[config.mk]
export PLATFORM = sky130hd
export DESIGN_NAME = offset_cmd_loader
export DESIGN_NICKNAME = d
export VERILOG_FILES = /design/src/rtl/offset_cmd_loader.sv
export SDC_FILE = /design/constraint.sdc
export NUM_CORES = 1
export LEC_CHECK = 0
export CAP_MARGIN = 20
export CORE_MARGIN = 2
export CORE_UTILIZATION = 46
export DETAILED_ROUTE_END_ITERATION = 10
export PLACE_DENSITY = 0.78
export SYNTH_ARGS = -nofsm -noshare
export SYNTH_HDL_FRONTEND = slang
export SYNTH_SLANG_ARGS = --single-unit
[constraint.sdc]
create_clock -name clk -period 14.88 [get_ports clk]
set_input_delay 2.232 -clock clk [delete_from_list [all_inputs] [get_ports clk]]
set_output_delay 2.232 -clock clk [all_outputs]
set_load 0.01 [all_outputs]
[src/rtl/offset_cmd_loader.sv]
// ---------------------------------------------------------------------------
// offset_cmd_loader
//
// Purpose:
//   Parses framed serial commands from a UART receive stream and writes
//   per-channel phase offsets into a register bank that feeds a set of clock
//   generators. Every committed write is followed by a one-cycle active-low
//   reload pulse. Every complete frame is answered with an ACK or NAK byte on
//   the UART transmit stream.
//
//   Frame: SYNC, CH, D2, D1, D0, CK  with CK = CH ^ D2 ^ D1 ^ D0 and
//   offset = {D2, D1, D0} resized to OFFSET_W bits (truncated or zero-extended).
//
// Optional feature (compile-time macro):
//   OFFSET_BROADCAST_EN - when defined, CH = 8'hFF with a good checksum writes
//                         the offset to every channel. When undefined, 8'hFF
//                         is just an out-of-range channel and gets a NAK.
//
// Ports:
//   clk      in   system clock
//   rst      in   asynchronous, active-high reset
//   rx_data  in   [7:0] byte from UART receiver
//   rx_valid in   rx_data valid
//   rx_ready out  loader accepts the byte
//   tx_data  out  [7:0] reply byte (ACK_BYTE / NAK_BYTE)
//   tx_valid out  reply valid
//   tx_ready in   transmitter accepts the reply
//   offsets  out  [OUTPUTS*OFFSET_W-1:0], channel i at offsets[OFFSET_W*i +: OFFSET_W]
//   reload   out  generator reload, active-low single-cycle pulse
//
// Handshakes: a byte moves on rx when rx_valid & rx_ready are both high at a
// rising clk edge; the reply moves on tx when tx_valid & tx_ready are both
// high at a rising clk edge. Neither valid depends on the matching ready.
// ---------------------------------------------------------------------------
module offset_cmd_loader #(
    parameter int         OUTPUTS        = 16,
    parameter int         OFFSET_W       = 24,
    parameter logic [7:0] SYNC_BYTE      = 8'hAA,
    parameter logic [7:0] ACK_BYTE       = 8'h06,
    parameter logic [7:0] NAK_BYTE       = 8'h15,
    parameter int         TIMEOUT_CYCLES = 520800
) (
    input  logic                        clk,
    input  logic                        rst,
    input  logic [7:0]                  rx_data,
    input  logic                        rx_valid,
    output logic                        rx_ready,
    output logic [7:0]                  tx_data,
    output logic                        tx_valid,
    input  logic                        tx_ready,
    output logic [OUTPUTS*OFFSET_W-1:0] offsets,
    output logic                        reload
);

    localparam int CNT_W = $clog2(TIMEOUT_CYCLES + 1);

    typedef enum logic [2:0] {
        S_IDLE = 3'd0,
        S_CH   = 3'd1,
        S_D2   = 3'd2,
        S_D1   = 3'd3,
        S_D0   = 3'd4,
        S_CK   = 3'd5,
        S_RESP = 3'd6
    } state_t;

    state_t state;
    state_t state_next;

    logic [7:0]          ch_q;
    logic [7:0]          d2_q;
    logic [7:0]          d1_q;
    logic [7:0]          d0_q;
    logic [CNT_W-1:0]    cnt_q;
    logic [OFFSET_W-1:0] off_q [OUTPUTS];
    logic [OFFSET_W-1:0] new_off;
    logic [7:0]          tx_data_q;
    logic                rx_ready_q;
    logic                reload_q;

    logic rx_fire;
    logic tx_fire;
    logic in_frame;
    logic ck_fire;
    logic ck_ok;
    logic ch_ok;
    logic ch_bcast;
    logic commit_one;
    logic commit_all;
    logic timeout_hit;

    assign rx_fire = rx_valid & rx_ready_q;
    assign tx_fire = tx_valid & tx_ready;
    assign new_off = OFFSET_W'({d2_q, d1_q, d0_q});

    // ------------------------------------------------------------------
    // FSM: state register
    // ------------------------------------------------------------------
    always_ff @(posedge clk or posedge rst) begin
        if (rst) begin
            state <= S_IDLE;
        end else begin
            state <= state_next;
        end
    end

    // ------------------------------------------------------------------
    // FSM: next-state logic
    // ------------------------------------------------------------------
    always_comb begin
        state_next = state;
        case (state)
            S_IDLE: if (rx_fire && rx_data == SYNC_BYTE) state_next = S_CH;
            S_CH:   if (rx_fire) state_next = S_D2;
            S_D2:   if (rx_fire) state_next = S_D1;
            S_D1:   if (rx_fire) state_next = S_D0;
            S_D0:   if (rx_fire) state_next = S_CK;
            S_CK:   if (rx_fire) state_next = S_RESP;
            S_RESP: if (tx_fire) state_next = S_IDLE;
            default: state_next = S_IDLE;
        endcase
        // A stalled frame is dropped silently.
        if (timeout_hit) state_next = S_IDLE;
    end

    // ------------------------------------------------------------------
    // FSM: output / decode logic
    // ------------------------------------------------------------------
    always_comb begin
        tx_valid    = 1'b0;
        in_frame    = 1'b0;
        ck_fire     = 1'b0;
        ck_ok       = 1'b0;
        ch_ok       = 1'b0;
        ch_bcast    = 1'b0;
        commit_one  = 1'b0;
        commit_all  = 1'b0;
        timeout_hit = 1'b0;

        tx_valid = (state == S_RESP);
        in_frame = (state == S_CH) || (state == S_D2) || (state == S_D1) ||
                   (state == S_D0) || (state == S_CK);
        ck_fire  = (state == S_CK) && rx_fire;
        ck_ok    = (rx_data == (ch_q ^ d2_q ^ d1_q ^ d0_q));
        ch_ok    = ({24'd0, ch_q} < 32'(OUTPUTS));
`ifdef OFFSET_BROADCAST_EN
        ch_bcast = (ch_q == 8'hFF);
`else
        ch_bcast = 1'b0;
`endif
        commit_one  = ck_fire && ck_ok && ch_ok;
        commit_all  = ck_fire && ck_ok && ch_bcast;
        // An accepted byte on the same edge wins over the timeout.
        timeout_hit = in_frame && !rx_fire && (cnt_q == CNT_W'(TIMEOUT_CYCLES));
    end

    // ------------------------------------------------------------------
    // Datapath: frame capture, reply, reload, timeout, offsets bank
    // ------------------------------------------------------------------
    always_ff @(posedge clk or posedge rst) begin
        if (rst) begin
            ch_q       <= 8'd0;
            d2_q       <= 8'd0;
            d1_q       <= 8'd0;
            d0_q       <= 8'd0;
            cnt_q      <= '0;
            tx_data_q  <= 8'd0;
            rx_ready_q <= 1'b0;
            reload_q   <= 1'b0;
            for (int i = 0; i < OUTPUTS; i++) begin
                off_q[i] <= OFFSET_W'(10 * i);
            end
        end else begin
            // Registered so it stays low while reset is held and rises on
            // the first edge after release.
            rx_ready_q <= (state_next != S_RESP);
            reload_q   <= !(commit_one || commit_all);

            if (rx_fire) begin
                case (state)
                    S_CH:    ch_q <= rx_data;
                    S_D2:    d2_q <= rx_data;
                    S_D1:    d1_q <= rx_data;
                    S_D0:    d0_q <= rx_data;
                    default: ;
                endcase
            end

            if (ck_fire) begin
                tx_data_q <= (commit_one || commit_all) ? ACK_BYTE : NAK_BYTE;
            end

            if (!in_frame || rx_fire || timeout_hit) begin
                cnt_q <= '0;
            end else begin
                cnt_q <= cnt_q + CNT_W'(1);
            end

            for (int i = 0; i < OUTPUTS; i++) begin
                if (commit_all || (commit_one && ch_q == 8'(i))) begin
                    off_q[i] <= new_off;
                end
            end
        end
    end

    assign rx_ready = rx_ready_q;
    assign tx_data  = tx_data_q;
    assign reload   = reload_q;

    for (genvar g = 0; g < OUTPUTS; g++) begin : g_pack
        assign offsets[OFFSET_W*g +: OFFSET_W] = off_q[g];
    end

endmodule

==> metrics.md <==
| Metric | Value |
|---|---|
| Status | `completed` |
| Clock skew | `around 0.022 ns` |
| Layout cell share with drive strength beyond 1 | `between 30% and 40%` |
| Synth warnings | `0` |
| Routability congestion estimate from global placement | `0.825` |
| Largest family of logic cells by synthesized area | `multiplexers` |
| Setup WS pre-CTS | `between 9 and 10 ns` |
| Core Region | `between 0.03 and 0.04 mm2` |
| Fin. Hold Viols | `0` |
| Slew Limit Fails | `0` |
| PD cells | `approximately 130 mW/mm2` |
| Mux contribution to synthesized area | `roughly 27%` |
| Clock Pin Slew Worst Setup and Hold Paths | `roughly 0.06 ns` |
| Wire length per cell | `roughly 23 um` |
| CP Launch Type | `primary input` |
| Filler Cell Count | `~3000` |
| Worst VDD drop | `between 0.0001 and 0.00015 V` |
| Worst Tran Pin Value | `approximately 1.1 ns` |
| Mapped Cells | `1126` |
| Dpl cells | `around 2000` |
| Die Area | `roughly 0.041 mm2` |
| Routed Wire Length | `48100 um` |
| Highest-count cells in the layout ignoring fill and taps | `402 x clkdlybuf4s50_1, 396 x dfrtp_1, 341 x mux2_2, 49 x clkbuf_16, 47 x dfstp_2` |
| Crit Path Class | `in -> reg` |
| Setup TNS | `0 ns` |
| Post-route worst setup slack | `approximately 9.7 ns` |
| Die width | `a little over 200 um` |
| DR iter-0 viols | `around 410` |
| Post-Synth Adder-Cell Area | `less than 1%` |
| PortBufs | `approximately 400` |
| Max-cap violation count | `0` |
| Clock insertion delay at the later pin of the skew report | `about 0.56 ns` |
| CTS root buf | `clkbuf_16` |
| Synth Area in Simple Gates | `under 10%` |
| Synth Area per Inst | `15.9 um2` |
| Post-CTS setup buffer count | `0` |
| Most common cell after layout, fill and taps aside | `clkdlybuf4s50_1` |
| Via Count | `10861` |
| First-pass GRT wire length | `72700 um` |
| Chip height | `roughly 200 um` |
| RSZ-0062 raised after global routing | `false` |
| Setup violations, final | `0` |
| Worst path cell trace | `clkdlybuf4s50_1 -> and4b_1 -> nand3_1 -> a21oi_1 -> nand4_4 -> nor4_4 -> buf_4 -> mux2_2` |
| # hold bufs at CTS | `0` |
| Fin nets | `around 1500` |
| P_leak | `11.1 nW` |
| H-tree Lvls | `2` |
| Clk buf depth | `3` |
| Worst path slowest cell | `nor4_4` |
| HPWL after DPL | `31600 um` |
| Grt total ovfl | `0` |
| Synth Area in Compound Gates | `less than 1%` |
| Crit-path leading delay family | `simple AND/OR/NAND/NOR gates` |
| Initial Utilization | `between 40% and 50%` |
| Via/cell ratio | `~5.2` |
| CP Buf/Inv Count | `2` |
| Required @ worst endpoint | `about 15 ns` |
| Area Overhead vs Synth | `33.8%` |
| XOR/XNOR share of the synthesized area | `about 2.4%` |
| Worst min-delay path class | `reg -> reg` |
| All-Layer GR Usage | `between 20% and 30%` |
| Synth cell types | `50` |
| I/O Pins | `slightly above 400` |
| Initial antenna violation count | `6` |
| Cell Area, Synth | `roughly 0.018 mm2` |
| CTS tree | `yes` |
| Relative slew slack | `29.9%` |
| Post-layout min period | `between 5 and 6 ns` |
| Detailed Routing Iterations Pass 1 | `4` |
| Largest net degree at the start of global routing | `154` |
| Vias in the first global route | `between 10000 and 15000` |
| Routed Antenna Nets | `0` |
| Row count | `72` |
| Sequential-to-total area share from yosys stat | `between 60% and 70%` |
| Setup crit end kind | `register` |
| CP max stage delay | `~0.9 ns` |
| Non-filler cells, final | `2074` |
| CP Data Arrival Time | `between 5 and 6 ns` |
| # DRC | `0` |
| Post_cts resized | `0` |
| CP max FO | `17` |
| Seq cells post-synth | `443` |
| Period utilisation layout | `34.9%` |
| Fmax | `slightly below 200 MHz` |
| Clock sink count | `roughly 440` |
| CTS Buf Count | `47` |
## cell usage after synthesis, drive strengths merged
| cell | instances | area [um2] |
|---|---|---|
| or4 | 1 | 8.76 |
| xnor3 | 4 | 91.3 |
| nor3b | 1 | 7.51 |
| and2 | 1 | 6.26 |
| nor2 | 32 | 120 |
| or4b | 1 | 10.0 |
| and4b | 1 | 10.0 |
| and3 | 6 | 37.5 |
| buf | 73 | 488 |
| a21oi | 3 | 15.0 |
| xor2 | 16 | 140 |
| nor4b | 2 | 17.5 |
| o21ai | 4 | 20.0 |
| nand3 | 7 | 35.0 |
| nor3 | 3 | 15.0 |
| a22oi | 2 | 15.0 |
| nor4 | 17 | 347 |
| a21o | 1 | 7.51 |
| nand4 | 6 | 52.6 |
| or2 | 2 | 12.5 |
| clkdlybuf4s18 | 1 | 10.0 |
| or3 | 3 | 18.8 |
| dfstp | 47 | 1230 |
| a211o | 1 | 8.76 |
| xnor2 | 22 | 193 |
| nor4bb | 1 | 10.0 |
| a221oi | 1 | 8.76 |
| ha | 2 | 25.0 |
| a21boi | 1 | 7.51 |
| mux2 | 415 | 4820 |
| inv | 7 | 26.3 |
| nand2b | 7 | 43.8 |
| conb | 1 | 3.75 |
| dfrtp | 396 | 9910 |
| a211oi | 2 | 15.0 |
| clkbuf | 18 | 87.6 |
| o22ai | 1 | 6.26 |
| nand2 | 17 | 63.8 |
## sequential cells by signal, summed over array words and instances, names as in the netlist
name      flops
d0_q          8
d2_q          8
rx_ready      1
ch_q          8
offsets     384
state         3
cnt_q        19
d1_q          8
reload        1
tx_data       3
## layer usage
layer	global-route usage [%]	vias to the layer above	routed length [um]
li1	-	4720	-
met1	31.1	5725	20600
met2	38.3	330	23000
met3	5.31	84	2830
met4	9.16	2	1650
met5	0	-	18
## layout make-up
class	instances	area, um2	area share, %
Antenna cell	6	15.0	0.0625
Clock buffer	66	1410	5.87
Clock inverter	19	284	1.18
Inverter	7	33.8	0.141
Multi-Input combinational cell	587	6210	25.9
Sequential cell	443	11100	46.4
Tap cell	518	648	2.70
Timing Repair Buffer	428	4280	17.8
## cells by family (layout without fill, tap and decap cells)
logic type | after synthesis | after routing
compound gates | 16 | 16
xor+xnor | 42 | 42
fa+ha+maj | 2 | 2
buf+inv | 99 | 520
flops | 443 | 443
mux | 415 | 415
other cells | 1 | 10
simple gates | 108 | 108
## metrics by stage
step / power [W] / hold slack (ns) / area (um2) / util [%]
2_1_floorplan: 0.00180 / 0.492 / 18000 / -
3_3_place_gp: 0.00197 / 0.452 / 22200 / 57.7
3_5_place_dp: 0.00198 / 0.463 / 22200 / 57.7
4_1_cts: 0.00325 / 0.491 / 23900 / 62.1
5_1_grt: 0.00335 / 0.501 / 24000 / 62.3
6_report: 0.00322 / 0.477 / 24000 / 62.3
## report_power, final
| group | switching, W | total, W | internal, W |
|---|---|---|---|
| Combinational | 0.000239 | 0.000418 | 0.000180 |
| Sequential | 0.000291 | 0.00155 | 0.00125 |
| Clock | 0.000472 | 0.00125 | 0.000781 |
## final timing paths
| check | from | endpoint | slack, ns | cells past startpoint |
|---|---|---|---|---|
| min reg2reg | tx_data[2]$_DFFE_PP0P_ | tx_data[2]$_DFFE_PP0P_ | 0.48 | 1 |
| max reg2reg | d2_q[6]$_DFFE_PP0P_ | offsets[54]$_DFFE_PP0P_ | 10.73 | 7 |
| max in group asynchronous | rst | offsets[74]$_DFFE_PP1P_ | 10.47 | 6 |
| max | rx_valid | offsets[54]$_DFFE_PP0P_ | 9.68 | 8 |
| min | tx_data[2]$_DFFE_PP0P_ | tx_data[2]$_DFFE_PP0P_ | 0.48 | 1 |
| min in group asynchronous | rst | offsets[63]$_DFFE_PP0P_ | 2.16 | 2 |
(Power assumes the default switching activity.)
